==> src/rtl/uart_rx_pkg.sv <==
// uart_rx_pkg: oversampling constants and helpers shared by the UART receive path.
package uart_rx_pkg;
  localparam int OVERSAMPLE = 16;
  localparam int SAMPLE_A = 7;
  localparam int SAMPLE_B = 8;
  localparam int SAMPLE_C = 9;
  localparam int DATA_BITS = 8;
  typedef logic [7:0] byte_t;
  function automatic logic maj3(input logic a, input logic b, input logic c);
    return (a & b) | (a & c) | (b & c);
  endfunction
endpackage

==> src/rtl/uart_rx_if.sv <==
// uart_rx_if: serial line in, received byte and status pulses out.
interface uart_rx_if;
  import uart_rx_pkg::*;
  logic rxd_in;
  byte_t data_out;
  logic ready_out;
  logic framing_error_out;
  logic busy_out;
  modport slave(input rxd_in, output data_out, ready_out, framing_error_out, busy_out);
  modport master(output rxd_in, input data_out, ready_out, framing_error_out, busy_out);
endinterface

==> src/rtl/uart_rx_baud_tick.sv <==
// uart_rx_baud_tick: free-running divider emitting one tick every DIVISOR clocks, restartable.
module uart_rx_baud_tick #(
  parameter int DIVISOR = 12
) (
  input  logic clk_in,
  input  logic rst_in,
  input  logic clear_in,
  output logic tick_out
);
  localparam int W = $clog2(DIVISOR);
  logic [W-1:0] cnt_q, cnt_d;
  assign tick_out = cnt_q == W'(DIVISOR - 1);
  always_comb cnt_d = (clear_in || tick_out) ? '0 : cnt_q + W'(1);
  always_ff @(posedge clk_in)
    cnt_q <= rst_in ? '0 : cnt_d;
endmodule

==> src/rtl/uart_rx.sv <==
// uart_rx: 16x oversampled 8N1 receiver with start-bit validation and framing-error reporting.
module uart_rx
  import uart_rx_pkg::*;
#(
  parameter int CLK_HZ = 1843200,
  parameter int BAUD = 9600
) (
  input logic clk_in,
  input logic rst_in,
  uart_rx_if.slave rx
);
  localparam int DIVISOR = CLK_HZ / (OVERSAMPLE * BAUD);
  if (DIVISOR < 2) begin : g_div_chk
    $error("uart_rx: DIVISOR must be at least 2");
  end
  localparam logic [2:0] IDLE = 3'd0, START = 3'd1, DATA = 3'd2, STOP = 3'd3, BRK = 3'd4;
  logic [1:0] sync_q;
  logic [2:0] state_q, state_d;
  logic [7:0] idx_q, idx_d;
  byte_t shift_q, shift_d, data_q, data_d;
  logic [1:0] samp_q, samp_d;
  logic ready_q, ready_d, ferr_q, ferr_d;
  logic rxs, tick, detect, decide, maj;
  assign rxs = sync_q[1];
  assign detect = state_q == IDLE && !rxs;
  assign decide = tick && idx_q[3:0] == 4'(SAMPLE_C);
  assign maj = maj3(samp_q[0], samp_q[1], rxs);
  uart_rx_baud_tick #(.DIVISOR(DIVISOR)) u_tick (
    .clk_in(clk_in),
    .rst_in(rst_in),
    .clear_in(detect),
    .tick_out(tick)
  );
  // idx_q counts ticks since detection: [7:4] is the bit number, [3:0] the phase within the bit
  always_comb begin
    state_d = state_q;
    shift_d = shift_q;
    data_d = data_q;
    ready_d = 1'b0;
    ferr_d = 1'b0;
    idx_d = detect ? 8'd0 : tick ? idx_q + 8'd1 : idx_q;
    samp_d[0] = (tick && idx_q[3:0] == 4'(SAMPLE_A)) ? rxs : samp_q[0];
    samp_d[1] = (tick && idx_q[3:0] == 4'(SAMPLE_B)) ? rxs : samp_q[1];
    case (state_q)
      IDLE:  state_d = rxs ? IDLE : START;
      START: state_d = decide ? (maj ? IDLE : DATA) : START;
      DATA: if (decide) begin
        shift_d = {maj, shift_q[7:1]};
        state_d = idx_q[7:4] == 4'(DATA_BITS) ? STOP : DATA;
      end
      STOP: if (decide) begin
        ready_d = maj;
        ferr_d = !maj;
        data_d = maj ? shift_q : data_q;
        state_d = maj ? IDLE : BRK;
      end
      BRK:   state_d = rxs ? IDLE : BRK;
      default: state_d = IDLE;
    endcase
  end
  always_ff @(posedge clk_in) begin
    if (rst_in) begin
      sync_q <= 2'b11;
      state_q <= IDLE;
      idx_q <= '0;
      samp_q <= '0;
      shift_q <= '0;
      data_q <= '0;
      ready_q <= 1'b0;
      ferr_q <= 1'b0;
    end else begin
      sync_q <= {sync_q[0], rx.rxd_in};
      state_q <= state_d;
      idx_q <= idx_d;
      samp_q <= samp_d;
      shift_q <= shift_d;
      data_q <= data_d;
      ready_q <= ready_d;
      ferr_q <= ferr_d;
    end
  end
  assign rx.data_out = data_q;
  assign rx.ready_out = ready_q;
  assign rx.framing_error_out = ferr_q;
  assign rx.busy_out = state_q != IDLE;
endmodule

==> src/flat_wrapper.sv <==
// flat-port wrapper written by rule: the top's interface ports become plain ports
module uart_rx_flat import uart_rx_pkg::*;
#(
  parameter int CLK_HZ = 1843200,
  parameter int BAUD = 9600
)
  (clk_in, rst_in, rx_rxd_in, rx_data_out, rx_ready_out, rx_framing_error_out, rx_busy_out);
  uart_rx_if rx_i ();
  input logic clk_in;
  input logic rst_in;
  input wire logic [$bits(rx_i.rxd_in)-1:0] rx_rxd_in;
  output wire logic [$bits(rx_i.data_out)-1:0] rx_data_out;
  output wire logic [$bits(rx_i.ready_out)-1:0] rx_ready_out;
  output wire logic [$bits(rx_i.framing_error_out)-1:0] rx_framing_error_out;
  output wire logic [$bits(rx_i.busy_out)-1:0] rx_busy_out;
  assign rx_i.rxd_in = rx_rxd_in;
  assign rx_data_out = rx_i.data_out;
  assign rx_ready_out = rx_i.ready_out;
  assign rx_framing_error_out = rx_i.framing_error_out;
  assign rx_busy_out = rx_i.busy_out;
  uart_rx #(.CLK_HZ(CLK_HZ), .BAUD(BAUD)) u_core (.clk_in(clk_in), .rst_in(rst_in), .rx(rx_i));
endmodule
==> config.mk <==
export PLATFORM = sky130hd
export DESIGN_NAME = uart_rx_flat
export DESIGN_NICKNAME = d
export VERILOG_FILES = /design/src/rtl/uart_rx_pkg.sv /design/src/rtl/uart_rx_if.sv /design/src/rtl/uart_rx_baud_tick.sv /design/src/rtl/uart_rx.sv /design/src/flat_wrapper.sv
export SDC_FILE = /design/constraint.sdc
export NUM_CORES = 1
export LEC_CHECK = 0
export CAP_MARGIN = 25
export CORE_ASPECT_RATIO = 0.7
export CORE_MARGIN = 2
export CORE_UTILIZATION = 51
export CTS_CLUSTER_SIZE = 10
export DETAILED_ROUTE_END_ITERATION = 10
export PLACE_DENSITY_LB_ADDON = 0.05
export SETUP_SLACK_MARGIN = 0.3
export SLEW_MARGIN = 10
export SYNTH_ARGS = -nofsm -noshare
export SYNTH_HDL_FRONTEND = slang
export SYNTH_SLANG_ARGS = --single-unit
==> constraint.sdc <==
create_clock -name clk_in -period 1.6 [get_ports clk_in]
set_input_delay 0.32 -clock clk_in [delete_from_list [all_inputs] [get_ports clk_in]]
set_output_delay 0.32 -clock clk_in [all_outputs]
set_load 0.01 [all_outputs]
After elaboration in Yosys (flattened, before gate mapping)
Index checks and enable logic that the tools add are counted.
{"block": "word_totals", "inputBits": 3, "out_inout_bits": 11, "regBits": 37}
{"block": "classes", "n_reduce_logical": 15, "bitwise": 7, "eq_ne": 11, "mux": 9, "addsub": 2}
{"operator": "$eq A4 B4 Y1 const B", "n": 4}
{"operator": "$mux W3", "n": 5}
{"operator": "$pmux W3 S5", "n": 1}
{"operator": "$add A8 B1 Y8 const B", "n": 1}
{"operator": "$eq A3 B2 Y1 const B", "n": 2}
{"operator": "$add A4 B1 Y4 const B", "n": 1}
{"operator": "$eq A4 B3 Y1 const B", "n": 1}
{"operator": "$logic_and A1 B1 Y1", "n": 4}
{"operator": "$ne A2 B1 Y1 const B", "n": 2}
{"operator": "$reduce_and A2 Y1", "n": 2}
{"operator": "$reduce_or A2 Y1", "n": 2}
{"operator": "$and A1 B1 Y1", "n": 3}
{"operator": "$eq A3 B1 Y1 const B", "n": 1}
{"operator": "$eq A3 B3 Y1 const B", "n": 1}
{"operator": "$logic_not A3 Y1", "n": 1}
{"operator": "$reduce_and A3 Y1", "n": 1}
{"operator": "$reduce_bool A3 Y1", "n": 1}
{"operator": "$reduce_or A3 Y1", "n": 1}
{"operator": "$logic_not A1 Y1", "n": 2}
{"operator": "$mux W1", "n": 2}
{"operator": "$mux W2", "n": 1}
{"operator": "$not A1 Y1", "n": 2}
{"operator": "$or A1 B1 Y1", "n": 2}
{"operator": "$logic_or A1 B1 Y1", "n": 1}

Longest topological paths before layout
{"block": "logic_depth", "ltp_word": 6, "depth_mapped": 6, "ltp_nobuf": 5}

By module
Synthesis repeated with hierarchy kept, for this count alone.
{"block": "hier_totals", "cells_unflattened": 162, "hier_area_um2": 1629.1}
{"module": "uart_rx", "instances": 1, "cells_each": 144, "seq_area_each_um2": 660.6, "area_per_inst_um2": 1462.7}
{"module": "uart_rx_baud_tick", "instances": 1, "cells_each": 18, "seq_area_each_um2": 80.1, "area_per_inst_um2": 166.4}

Least setup slack after synthesis
No wires, ideal clock.
{"block": "synth_timing", "path_type": "reg-to-reg", "startpoint": "register u_core.u_tick.cnt_q[0]", "endpoint": "register u_core.idx_q[6]", "setup_slack_ps": 99, "synth_period_minus_slack_ps": 1501, "path_buffers": 1, "setup_ps": 66, "arrival_time_ps": 1435, "stages_incl_launch_ff": 6, "required_ps": 1534, "path_cell_list": "dfxtp_1 > ha_1 > nand4b_4 > buf_6 > or4_4 > a21oi_2"}
{"block": "synth_via", "elab_chain_len": 1}
{"element": "start, declared", "line": "uart_rx_baud_tick.sv:11", "text": "logic [W-1:0] cnt_q, cnt_d;"}
{"element": "start signal, assigned", "line": "uart_rx_baud_tick.sv:15", "text": "cnt_q <= rst_in ? '0 : cnt_d;"}
{"element": "$eq A4 B4 Y1", "line": "uart_rx_baud_tick.sv:12", "text": "assign tick_out = cnt_q == W'(DIVISOR - 1);"}
{"element": "end signal, assigned", "line": "uart_rx.sv:74", "text": "idx_q <= idx_d;"}
{"element": "end, declared", "line": "uart_rx.sv:19", "text": "logic [7:0] idx_q, idx_d;"}
Every way passes these cells.
A chain may end at the register's enable or synchronous reset.

Worst setup path in the final report
{"block": "layout_timing", "startpoint": "register u_core.u_tick.cnt_q[1]", "endpoint": "register u_core.shift_q[2]"}
{"block": "layout_via", "elab_chain_len": 3}
{"element": "$eq A4 B4 Y1", "line": "uart_rx_baud_tick.sv:12"}
{"element": "$logic_and A1 B1 Y1", "line": "uart_rx.sv:26", "text": "assign decide = tick && idx_q[3:0] == 4'(SAMPLE_C);"}
{"element": "$reduce_and A2 Y1 (no line)"}
{"element": "end signal, assigned", "line": "uart_rx.sv:76", "text": "shift_q <= shift_d;"}
{"element": "end, declared", "line": "uart_rx.sv:20", "text": "byte_t shift_q, shift_d, data_q, data_d;"}
Every way passes these cells.

==> qor.csv <==
stage;metric;value;unit
clock_tree;CTS Buffer Depth;2;
clock_tree;clock root buffer;clkbuf_8;
sta;post-route setup slack;0.112;ns
worst_setup_path;cell mode on critical path;buf_6;
clock_tree;clk sink count;37;
sta;Final Max Slew Viols;0;
routing;mean routed wirelength per cell;18.0;microns
worst_setup_path;R2R Path End;u_core.shift_q[2];
floorplanning;Core ar.;3170;sq um
routing;Pre-Repair DR Iteration Count;4;
synthesis;Post-Syn Nets;188;
worst_hold_path;Hold/Removal Path Class;register to register;
sta;crit share post-route;0.930;
place;GP Congestion;0.818;
worst_setup_path;reg2reg path depth;7;
clock_tree;clock latency on the worst-skew pair;0.29;ns
synthesis;EDFF count, synth;0;
floorplanning;Die X-Extent;73.1;microns
synthesis;Most used DFF post-synth;dfxtp_1;
sta;Setup TNS;0;ns
sta;RSZ-0062 raised after global routing;yes;
floorplanning;num rows;17;
global_route;vias in the first global route;1389;
routing;via count;1656;
sta;Final Hold Fails;0;
final_layout;Reg area;759;sq um
power;Max IR drop VDD;0.719;mV
sta;Tmin final;1.49;ns
worst_setup_path;crit path launch;u_core.u_tick.cnt_q[1];
synthesis;sequential share of the synthesized area;0.434;
routing;DRC;0;
final_layout;Filler Cell Count;186;
worst_setup_path;slowest CP cell;dfxtp_2;
synthesis;cells after synthesis;181;
sta;slew margin rel.;0.632;
floorplanning;num ports;14;
worst_setup_path;flop2flop setup slack;0.11;ns
synthesis;share of the synthesized area in the top cell type;0.434;
global_route;initial antenna violation count;0;
worst_setup_path;worst path arrival time;1.71;ns
synthesis;mean post-synth cell area;9.42;sq um
global_route;total track usage;0.214;
place;PortBufs;13;
synthesis;Post-synth ARST share;0;
sta;Final Setup Violations;0;
floorplanning;chip height;52.4;microns
worst_setup_path;Critical Path RT;1.82;ns
clock_tree;TritonCTS clock tree;built;
worst_setup_path;Worst R2R Start;u_core.u_tick.cnt_q[1];
sta;Worst Max-Slew Pin Slew;0.549;ns
power;PwrDens;658;nW/um^2
routing;WL final;4820;microns
global_route;largest net degree at the start of global routing;16;
final_layout;final core utilization;0.803;
place;dpl ws;0.0708;ns
synthesis;mapped cell area;1710;sq um
worst_setup_path;crit-path max cell delay;0.35;ns
routing;Antenna Violating Nets Remaining;0;
power;Lkg Pwr;0.978;nW
floorplanning;DIE AREA;3830;sq um
final_layout;n_diodes;0;
floorplanning;Initial Utilization;0.538;
synthesis;top cells by area, synth;dfxtp_1 43%, nand2b_1 5.9%, o31ai_1 5.7%;
global_route;grt ovf;0;
worst_setup_path;CP Class;register to register;
flow_run;Max-cap violations;0;
synthesis;Yosys cell types;42;
routing;vias per cell;6.18;
sta;Max Clock Skew;0.00890;ns
worst_setup_path;Crit. End Element;register;
synthesis;biggest area consumer among synthesized cells;dfxtp_1;
synthesis;yosys warns;0;
clock_tree;CTS buffer count;5;
place;DP Wirelength;2480;microns
final_layout;P&R area growth vs syn;49.3;%
global_route;first-pass GRT wire length;6200;microns
clock_tree;hold-fix buffers at CTS;0;
routing;initial drt markers;139;
final_layout;layout cells sized above 1;0.470;
worst_hold_path;Min-Delay Endpoint;u_core.sync_q[1];
clock_tree;clock slew at reported path FFs;0.08;ns
synthesis;number of synthesized register bits;37;
worst_setup_path;crit path cell chain;ha_4 > buf_4 > buf_6 > and3b_2 > buf_6 > nand4_1 > a21oi_2;
clock_tree;H-tree depth;2;
final_layout;multi-input logic area;1130;sq um
worst_hold_path;hold_sp;u_core.sync_q[0];
worst_hold_path;Hold Path Stages;1;
sta;Fmax;672;MHz
worst_setup_path;Max FO, Critical Path;5;
outcome;status;finished, final reports clean;
final_layout;Nets;236;
worst_setup_path;CP startpoint kind;register;
## metal layers
metal  vias up  part of all wire  wire, microns  global-route usage
met3        10             0.071            341              0.0615
met5         -                 0              0                   0
li1        763                 -              -                   -
met2        63              0.48           2290               0.305
met1       820              0.44           2110               0.302
met4         0             0.015             74              0.0864
## logic make-up after synthesis
group | synth area share
compound gates | 0.148
xor+xnor | 0.0103
fa+ha+maj | 0.0360
buf+inv | 0.0506
flops | 0.434
mux | 0.0470
simple gates | 0.274
## worst max-delay path, delay by kind of cell, from the launching register on
family / cells / cell delay [ns]
AOI/OAI and AO/OA: 1 / 0.16
and+or+nand+nor: 2 / 0.41
adders and majority gates: 1 / 0.16
buffers and inverters: 3 / 0.34
DFF: 1 / 0.35
## synth_stat cells (all sizes together) (3+ instances only)
cell / number
a21oi: 19
buf: 8
clkbuf: 4
dfxtp: 37
ha: 4
inv: 5
mux2i: 8
nand2: 7
nand2b: 16
nand3b: 4
nand4: 10
nor2: 3
nor3: 3
o21ai: 5
o31ai: 13
or3: 4
or4: 6
## what timing repair did
action                     in CTS  in global routing
cloned                          1                  1
pin swaps                       9                 14
setup endpoints to repair      42                 36
buffers inserted               14                 11
resized for setup              30                 53
## worst max path at each step
stage	to	cells after the start
after global routing	u_core.shift_q[1]	7
after detailed placement	u_core.rx.data_out[2]	6
after floorplan	u_core.rx.data_out[0]	5
after CTS	rx_busy_out	2
after global placement	u_core.rx.data_out[1]	6
final	u_core.shift_q[2]	7
## where the power goes
group	switching, mW	internal, mW
registers	0.0106	0.926
logic	0.0466	0.0551
clock network	0.337	0.301
total	0.394	1.28
## cell usage in the layout, fill, tap and decap left out, drive strengths merged, types with 2 or more instances in the layout
cell type / n
dlygate4sd2: 10
nor2: 3
ha: 4
nand2b: 16
clkdlybuf4s50: 2
or3: 4
nor4: 2
nand3b: 4
nand4b: 3
and3b: 2
or4: 6
clkbuf: 5
nor3: 3
buf: 40
o21ai: 5
mux2i: 8
nor2b: 2
nand3: 2
inv: 5
o31ai: 13
a21oi: 19
or2: 2
nand4: 10
nand2: 7
clkinv: 3
dfxtp: 37
nor3b: 2
## per-stage QoR
stage	area, sq um	instances	hold WS (ns)	power [mW]
final	2550	268	0.431	1.68
after global routing	2550	268	0.444	1.73
after CTS	2220	256	0.434	1.67
after detailed placement	1970	233	0.415	1.04
after global placement	1970	233	0.406	1.03
after floorplan	1740	181	0.389	1.01
## state kept, by name, indices dropped and copies added, names as in the netlist
register / flops
u_core.rx.ready_out: 1
u_core.rx.framing_error_out: 1
u_core.samp_q: 2
u_core.idx_q: 8
u_core.sync_q: 2
u_core.shift_q: 8
u_core.u_tick.cnt_q: 4
u_core.state_q: 3
u_core.rx.data_out: 8
## final cells by class
class                      count  area share
multi-input combinational    127       0.444
sequential                    37       0.298
timing repair buffer          52       0.193
clock buffer                   5      0.0270
tap                           38      0.0187
inverter                       6      0.0128
clock inverter                 3     0.00688
Note: power is estimated with default switching activity, not from simulation.
